## src/rtl/riscv_pkg.sv

```systemverilog
// Shared RISC-V front-end constants and types for the return-address-stack controller.
package riscv_pkg;
    localparam int XLEN         = 32;
    localparam int RQ_DEPTH     = 4;
    localparam int RQ_PTR_WIDTH = $clog2(RQ_DEPTH);

    localparam logic [6:0] OPC_JAL  = 7'b1101111;
    localparam logic [6:0] OPC_JALR = 7'b1100111;
    localparam logic [4:0] REG_RA   = 5'd1;
    localparam logic [4:0] REG_T0   = 5'd5;

    typedef enum logic [1:0] {
        RAS_NONE,
        RAS_PUSH,
        RAS_POP,
        RAS_PUSH_AND_POP
    } ras_op_t;

    function automatic logic is_link(input logic [4:0] r);
        return (r == REG_RA) || (r == REG_T0);
    endfunction
endpackage

```

## src/rtl/ras_ctrl_if.sv

```systemverilog
// Bus between the RAS controller (master) and the return address stack (slave).
interface ras_ctrl_if #(parameter int XLEN = riscv_pkg::XLEN);
    logic            ras_push;
    logic            ras_pop;
    logic [XLEN-1:0] ras_return_addr;
    logic [XLEN-1:0] ras_predicted;
    logic            ras_valid;

    modport master (output ras_push, ras_pop, ras_return_addr,
                    input  ras_predicted, ras_valid);
    modport slave  (input  ras_push, ras_pop, ras_return_addr,
                    output ras_predicted, ras_valid);
endinterface

```

## src/rtl/ret_queue.sv

```systemverilog
// FIFO of in-flight return predictions; flush clears it after any same-cycle dequeue.
module ret_queue #(
    parameter int W     = 33,
    parameter int DEPTH = 4
) (
    input  logic                         clk,
    input  logic                         reset,
    input  logic                         flush,
    input  logic                         enq,
    input  logic [W-1:0]                 enq_data,
    input  logic                         deq,
    output logic [W-1:0]                 head,
    output logic [$clog2(DEPTH+1)-1:0]   count,
    output logic                         full,
    output logic                         empty
);
    localparam int PW = $clog2(DEPTH);
    localparam int CW = $clog2(DEPTH+1);

    logic [W-1:0]  mem [DEPTH];
    logic [PW-1:0] rd_ptr, wr_ptr;

    assign head  = mem[rd_ptr];
    assign full  = (count == CW'(DEPTH));
    assign empty = (count == '0);

    // DEPTH is a power of two, so pointers wrap naturally.
    always_ff @(posedge clk) begin
        if (reset || flush) begin
            rd_ptr <= '0;
            wr_ptr <= '0;
            count  <= '0;
        end else begin
            if (enq) wr_ptr <= wr_ptr + PW'(1);
            if (deq) rd_ptr <= rd_ptr + PW'(1);
            count <= count + CW'(enq) - CW'(deq);
        end
    end

    always_ff @(posedge clk) begin
        if (enq && !flush) mem[wr_ptr] <= enq_data;
    end
endmodule

```

## src/rtl/ras_ctrl.sv

```systemverilog
// Drives RAS push/pop from fetch and checks queued return predictions at execute.
// Optional RAS_CTRL_STATS_EN adds saturating return/mispredict counters.
module ras_ctrl #(
    parameter int XLEN     = riscv_pkg::XLEN,
    parameter int RQ_DEPTH = riscv_pkg::RQ_DEPTH
) (
    input  logic              clk,
    input  logic              reset,
    input  logic              if_valid,
    input  logic [XLEN-1:0]   if_pc,
    input  logic [31:0]       if_instr,
    input  logic              flush,
    ras_ctrl_if.master        ras,
    output logic              ret_pred_valid,
    output logic [XLEN-1:0]   ret_pred_target,
    output logic              stall_req,
    input  logic              ex_resolve_valid,
    input  logic [XLEN-1:0]   ex_actual_target,
    output logic              ex_mispredict,
    output logic [XLEN-1:0]   ex_redirect_target
`ifdef RAS_CTRL_STATS_EN
    ,
    output logic [31:0]       stat_returns,
    output logic [31:0]       stat_mispredicts
`endif
);
    import riscv_pkg::*;

    ras_op_t         op;
    logic            is_ret, deq_fire, ret_accept, mis_next;
    logic            q_full, q_empty, head_valid;
    logic [XLEN-1:0] head_target;
    logic [$clog2(RQ_DEPTH+1)-1:0] q_count;
    logic [4:0]      rd, rs1;
    logic            unused_ok;

    assign rd        = if_instr[11:7];
    assign rs1       = if_instr[19:15];
    assign unused_ok = ^{if_instr[31:20], if_instr[14:12], q_count};

    always_comb begin
        op = RAS_NONE;
        if (if_valid && !flush) begin
            if (if_instr[6:0] == OPC_JAL) begin
                if (is_link(rd)) op = RAS_PUSH;
            end else if (if_instr[6:0] == OPC_JALR) begin
                case ({is_link(rd), is_link(rs1)})
                    2'b10:   op = RAS_PUSH;
                    2'b01:   op = RAS_POP;
                    2'b11:   op = (rd == rs1) ? RAS_PUSH : RAS_PUSH_AND_POP;
                    default: op = RAS_NONE;
                endcase
            end
        end
    end

    // A same-cycle resolve frees a slot, so a return on a full queue still goes through.
    assign is_ret     = (op == RAS_POP) || (op == RAS_PUSH_AND_POP);
    assign deq_fire   = ex_resolve_valid && !q_empty;
    assign ret_accept = is_ret && (!q_full || deq_fire);
    assign stall_req  = is_ret && !ret_accept;

    assign ras.ras_push        = (op == RAS_PUSH) || ((op == RAS_PUSH_AND_POP) && ret_accept);
    assign ras.ras_pop         = ret_accept;
    assign ras.ras_return_addr = if_pc + XLEN'(4);
    assign ret_pred_valid      = ret_accept && ras.ras_valid;
    assign ret_pred_target     = ret_accept ? ras.ras_predicted : '0;

    ret_queue #(.W(XLEN+1), .DEPTH(RQ_DEPTH)) u_rq (
        .clk      (clk),
        .reset    (reset),
        .flush    (flush),
        .enq      (ret_accept),
        .enq_data ({ras.ras_predicted, ras.ras_valid}),
        .deq      (deq_fire),
        .head     ({head_target, head_valid}),
        .count    (q_count),
        .full     (q_full),
        .empty    (q_empty)
    );

    assign mis_next = deq_fire && (!head_valid || (head_target != ex_actual_target));

    always_ff @(posedge clk) begin
        if (reset) begin
            ex_mispredict      <= 1'b0;
            ex_redirect_target <= '0;
        end else begin
            ex_mispredict <= mis_next;
            if (deq_fire) ex_redirect_target <= ex_actual_target;
        end
    end

`ifdef RAS_CTRL_STATS_EN
    always_ff @(posedge clk) begin
        if (reset) begin
            stat_returns     <= '0;
            stat_mispredicts <= '0;
        end else begin
            if (ret_accept && stat_returns != '1)   stat_returns     <= stat_returns + 32'd1;
            if (mis_next && stat_mispredicts != '1) stat_mispredicts <= stat_mispredicts + 32'd1;
        end
    end
`endif
endmodule
```

## src/flat_wrapper.sv

```systemverilog
// flat-port wrapper written by rule: the top's interface ports become plain ports
module ras_ctrl_flat import riscv_pkg::*;
#(
    parameter int XLEN     = riscv_pkg::XLEN,
    parameter int RQ_DEPTH = riscv_pkg::RQ_DEPTH
)
  (clk, reset, if_valid, if_pc, if_instr, flush, ret_pred_valid, ret_pred_target, stall_req, ex_resolve_valid, ex_actual_target, ex_mispredict, ex_redirect_target, ras_ras_push, ras_ras_pop, ras_ras_return_addr, ras_ras_predicted, ras_ras_valid);
  ras_ctrl_if #(.XLEN(XLEN)) ras_i ();
  input  logic clk;
  input  logic reset;
  input  logic if_valid;
  input  logic [XLEN-1:0] if_pc;
  input  logic [31:0] if_instr;
  input  logic flush;
  output logic ret_pred_valid;
  output logic [XLEN-1:0] ret_pred_target;
  output logic stall_req;
  input  logic ex_resolve_valid;
  input  logic [XLEN-1:0] ex_actual_target;
  output logic ex_mispredict;
  output logic [XLEN-1:0] ex_redirect_target;
  output wire logic [$bits(ras_i.ras_push)-1:0] ras_ras_push;
  output wire logic [$bits(ras_i.ras_pop)-1:0] ras_ras_pop;
  output wire logic [$bits(ras_i.ras_return_addr)-1:0] ras_ras_return_addr;
  input wire logic [$bits(ras_i.ras_predicted)-1:0] ras_ras_predicted;
  input wire logic [$bits(ras_i.ras_valid)-1:0] ras_ras_valid;
  assign ras_ras_push = ras_i.ras_push;
  assign ras_ras_pop = ras_i.ras_pop;
  assign ras_ras_return_addr = ras_i.ras_return_addr;
  assign ras_i.ras_predicted = ras_ras_predicted;
  assign ras_i.ras_valid = ras_ras_valid;
  ras_ctrl #(.XLEN(XLEN), .RQ_DEPTH(RQ_DEPTH)) u_core (.clk(clk), .reset(reset), .if_valid(if_valid), .if_pc(if_pc), .if_instr(if_instr), .flush(flush), .ras(ras_i), .ret_pred_valid(ret_pred_valid), .ret_pred_target(ret_pred_target), .stall_req(stall_req), .ex_resolve_valid(ex_resolve_valid), .ex_actual_target(ex_actual_target), .ex_mispredict(ex_mispredict), .ex_redirect_target(ex_redirect_target));
endmodule
```

## config.mk

```make
export PLATFORM = sky130hd
export DESIGN_NAME = ras_ctrl_flat
export DESIGN_NICKNAME = d
export VERILOG_FILES = /design/src/rtl/riscv_pkg.sv /design/src/rtl/ras_ctrl_if.sv /design/src/rtl/ret_queue.sv /design/src/rtl/ras_ctrl.sv /design/src/flat_wrapper.sv
export SDC_FILE = /design/constraint.sdc
export NUM_CORES = 1
export LEC_CHECK = 0
export ABC_CLOCK_PERIOD_IN_PS = 3900
export CAP_MARGIN = 10
export CORE_MARGIN = 3
export CORE_UTILIZATION = 47
export DETAILED_ROUTE_END_ITERATION = 16
export HOLD_SLACK_MARGIN = 0.08
export MAX_ROUTING_LAYER = met4
export PLACE_DENSITY = 0.9
export SLEW_MARGIN = 20
export SYNTH_ARGS = -nofsm -noshare
export SYNTH_HDL_FRONTEND = slang
export SYNTH_SLANG_ARGS = --single-unit
```

## constraint.sdc

```tcl
create_clock -name clk -period 3.9 [get_ports clk]
set_clock_uncertainty 0.1 [all_clocks]
set_input_delay 0.78 -clock clk [delete_from_list [all_inputs] [get_ports clk]]
set_output_delay 0.78 -clock clk [all_outputs]
set_load 0.005 [all_outputs]
```

==> impl_metrics.toml <==
[sta]
maxSlewViolCount = 0
rsz0062_at_grt = "true"
finalCriticalPeriod_ns = 3.87
tightest_slew_ns = 0.746
finalCritPeriodShare = 0.991
hold_viol_final = 0
max_freq_ghz = 0.259
setup_viol = 0
slew-limit-headroom = 0.502

[logic_synthesis]
netlist_instances = 569
synth-edff-count = 132
synth_area_per_cell_sq_um = 13.5
synth_area_sq_mm = 0.00769
ys.flop_type = "edfxtp_1"
ys_ff_latch = 174
yosysSeqAreaShare = 0.624
synth_top_area_cell = "edfxtp_1"
syn_nets = 711
yosys_warnings = 0
ys_types = 45
async_reset_ff_frac = 0
synth_top_area_frac = 0.515
yosys-top-cells-count = "edfxtp_1, nand2_1, dfxtp_1, and2_1, a21oi_1"
synth_area_leaders = "edfxtp_1, dfxtp_1, mux4_2, nand2_1, xor2_1"
yosysMostFrequentCell = "edfxtp_1"

[grt]
antenna_found_initial = 0
grt_pass1_vias = 5811
grt_max_degree = 42
overflow = 0
track_usage = 0.238
grt_pass1_wl_um = 31700

[cells_and_area]
area_delta_synth_final_pct = 42.6
antenna_cells = 0
stdcell_area_sq_mm = 0.0110
drive_gt1_frac = 0.129
fin_nets = 953
final_util = 0.688

[critical_path]
cpPeakStageDelay_ns = 0.51
crit_type = "input pin to output pin"
cp_max_fo = 4
path_cells = "clkdlybuf4s50_1 -> nand4_1 -> nor4_2 -> buf_4 -> nand3_2 -> nor2_4 -> nand4_1 -> xnor2_1 -> clkdlybuf4s50_1"
startpoint_type = "input pin"
arrival_ns = 2.99
critical_path_required_ns = 3.02
end_kind = "output pin"
crit_slowest_cell = "clkdlybuf4s50_1"

[placed_design]
hpwl_um = 14600
placed_area_sq_mm = 0.0103
io_buffers = 215
gp_congestion = 0.909

[pwr]
power.density_mw_per_mm2 = 367
total_leakage_power_nw = 3.74
irDropWorstVdd_mv = 0.270

[floorplan]
die_area_sq_mm = 0.0179
pin_count = 235
initial_core_util = 0.483
row_count = 46
coreArea_sq_mm = 0.0159
die_w_um = 134
die_y_um = 134

[drt]
drc_errors = 0
firstDrtPassIters = 5
wl_per_cell_um = 19.8
vias_per_cell = 5.37
wl_um = 20500
drt_iter0_markers = 336
postRouteAntennaNets = 0
vias = 5583

[status]
status = "complete, no violations"

[clock_network]
clk_latency_ns = 0.42
clock-sinks = 174
clkTransAtPathRegs_ns = 0.07
numCtsBuffers = 17
cts_buffer_depth = 2
htree_levels = 4
cts_root_buffer = "clkbuf_16"
cts_tree = "done"

[job]
drv_cap = 0

[hold_path]
hp-class = "flop to flop"
## registers in the layout (all words and copies together), names as in the netlist, named ones only
signal,cells
u_core.u_rq.wr_ptr,2
u_core.ex_redirect_target,32
u_core.ex_mispredict,1
u_core.u_rq.rd_ptr,2
u_core.u_rq.mem,132
u_core.u_rq.count,3
## per-layer routing
metal | global-route usage | vias to the layer above | routed length, um
met2 | 0.396 | 293 | 10200
li1 | - | 2557 | -
met5 | - | - | 0
met1 | 0.282 | 2705 | 7900
met4 | 0.0783 | 0 | 404
met3 | 0.0649 | 28 | 2010
## area by class of cell
class                      count  area (sq um)
sequential                   174          4810
clock buffer                  17           425
fill                        1066          4970
clock inverter                15           195
inverter                      18          67.6
tap                          216           270
multi-input combinational    351          2740
timing repair buffer         249          2470
## worst max-delay path: cells and delay by family
family	cells	cell delay, ns
xor gates and xnor gates	1	0.16
and+or+nand+nor	5	0.86
buffers and inverters	3	1.18
## layout by cell type, fill, tap and decap left out, types with 20 or more instances in the layout
cell / count
a21oi_1: 34
nor2_1: 20
buf_4: 31
xnor2_1: 24
xor2_1: 33
mux4_2: 20
mux2i_1: 21
clkdlybuf4s50_1: 200
edfxtp_1: 132
and2_1: 37
dfxtp_1: 40
nand2_1: 80
## logic make-up (layout without fill, tap and decap cells)
family | Yosys count | after routing | synth area share
simple gates | 182 | 182 | 0.116
flops | 174 | 174 | 0.624
xor+xnor | 58 | 58 | 0.0660
compound gates | 52 | 52 | 0.0392
mux | 51 | 51 | 0.112
buf+inv | 44 | 299 | 0.0281
fa+ha+maj | 8 | 8 | 0.0140
## path summary, 6_finish.rpt
path                                          endpoint                                      start  cells after the start  slack [ns]
max                            ras_ras_return_addr[27]                                   if_pc[9]                      9        0.03
min          u_core.ex_redirect_target[8]$_SDFFE_PP0P_  u_core.ex_redirect_target[8]$_SDFFE_PP0P_                      2        0.36
max reg2reg            u_core.ex_mispredict$_SDFF_PP0_                                       flop                      6        0.95
min reg2reg  u_core.ex_redirect_target[8]$_SDFFE_PP0P_  u_core.ex_redirect_target[8]$_SDFFE_PP0P_                      2        0.36
## metrics by stage
stage               worst slack [ns]  power, mW  TNS, ns  hold slack, ns  instances
finish                        0.0337       4.02        0           0.356       1040
global route                 -0.0579       4.13  -0.0579           0.381       1040
CTS                          -0.0505       4.04   -0.122           0.358       1039
detailed placement            -0.248       2.29    -1.58           0.348       1006
global placement              -0.227       2.29    -1.47           0.343       1006
floorplan                      0.737       2.08        0           0.353        569
## power breakdown
group	internal (mW)	switching (mW)	total, mW
Sequential	1.99	0.0000327	1.99
Combinational	0.162	0.105	0.267
Clock	1.03	0.739	1.77
## timing repair
item | CTS | global route
resized for setup | 10 | 16
endpoints found under the setup margin | 13 | 11
buffers inserted | 1 | 1
pin swaps | 2 | 3
hold buffers | 0 | 0
Power figures use the tool's default switching activity.
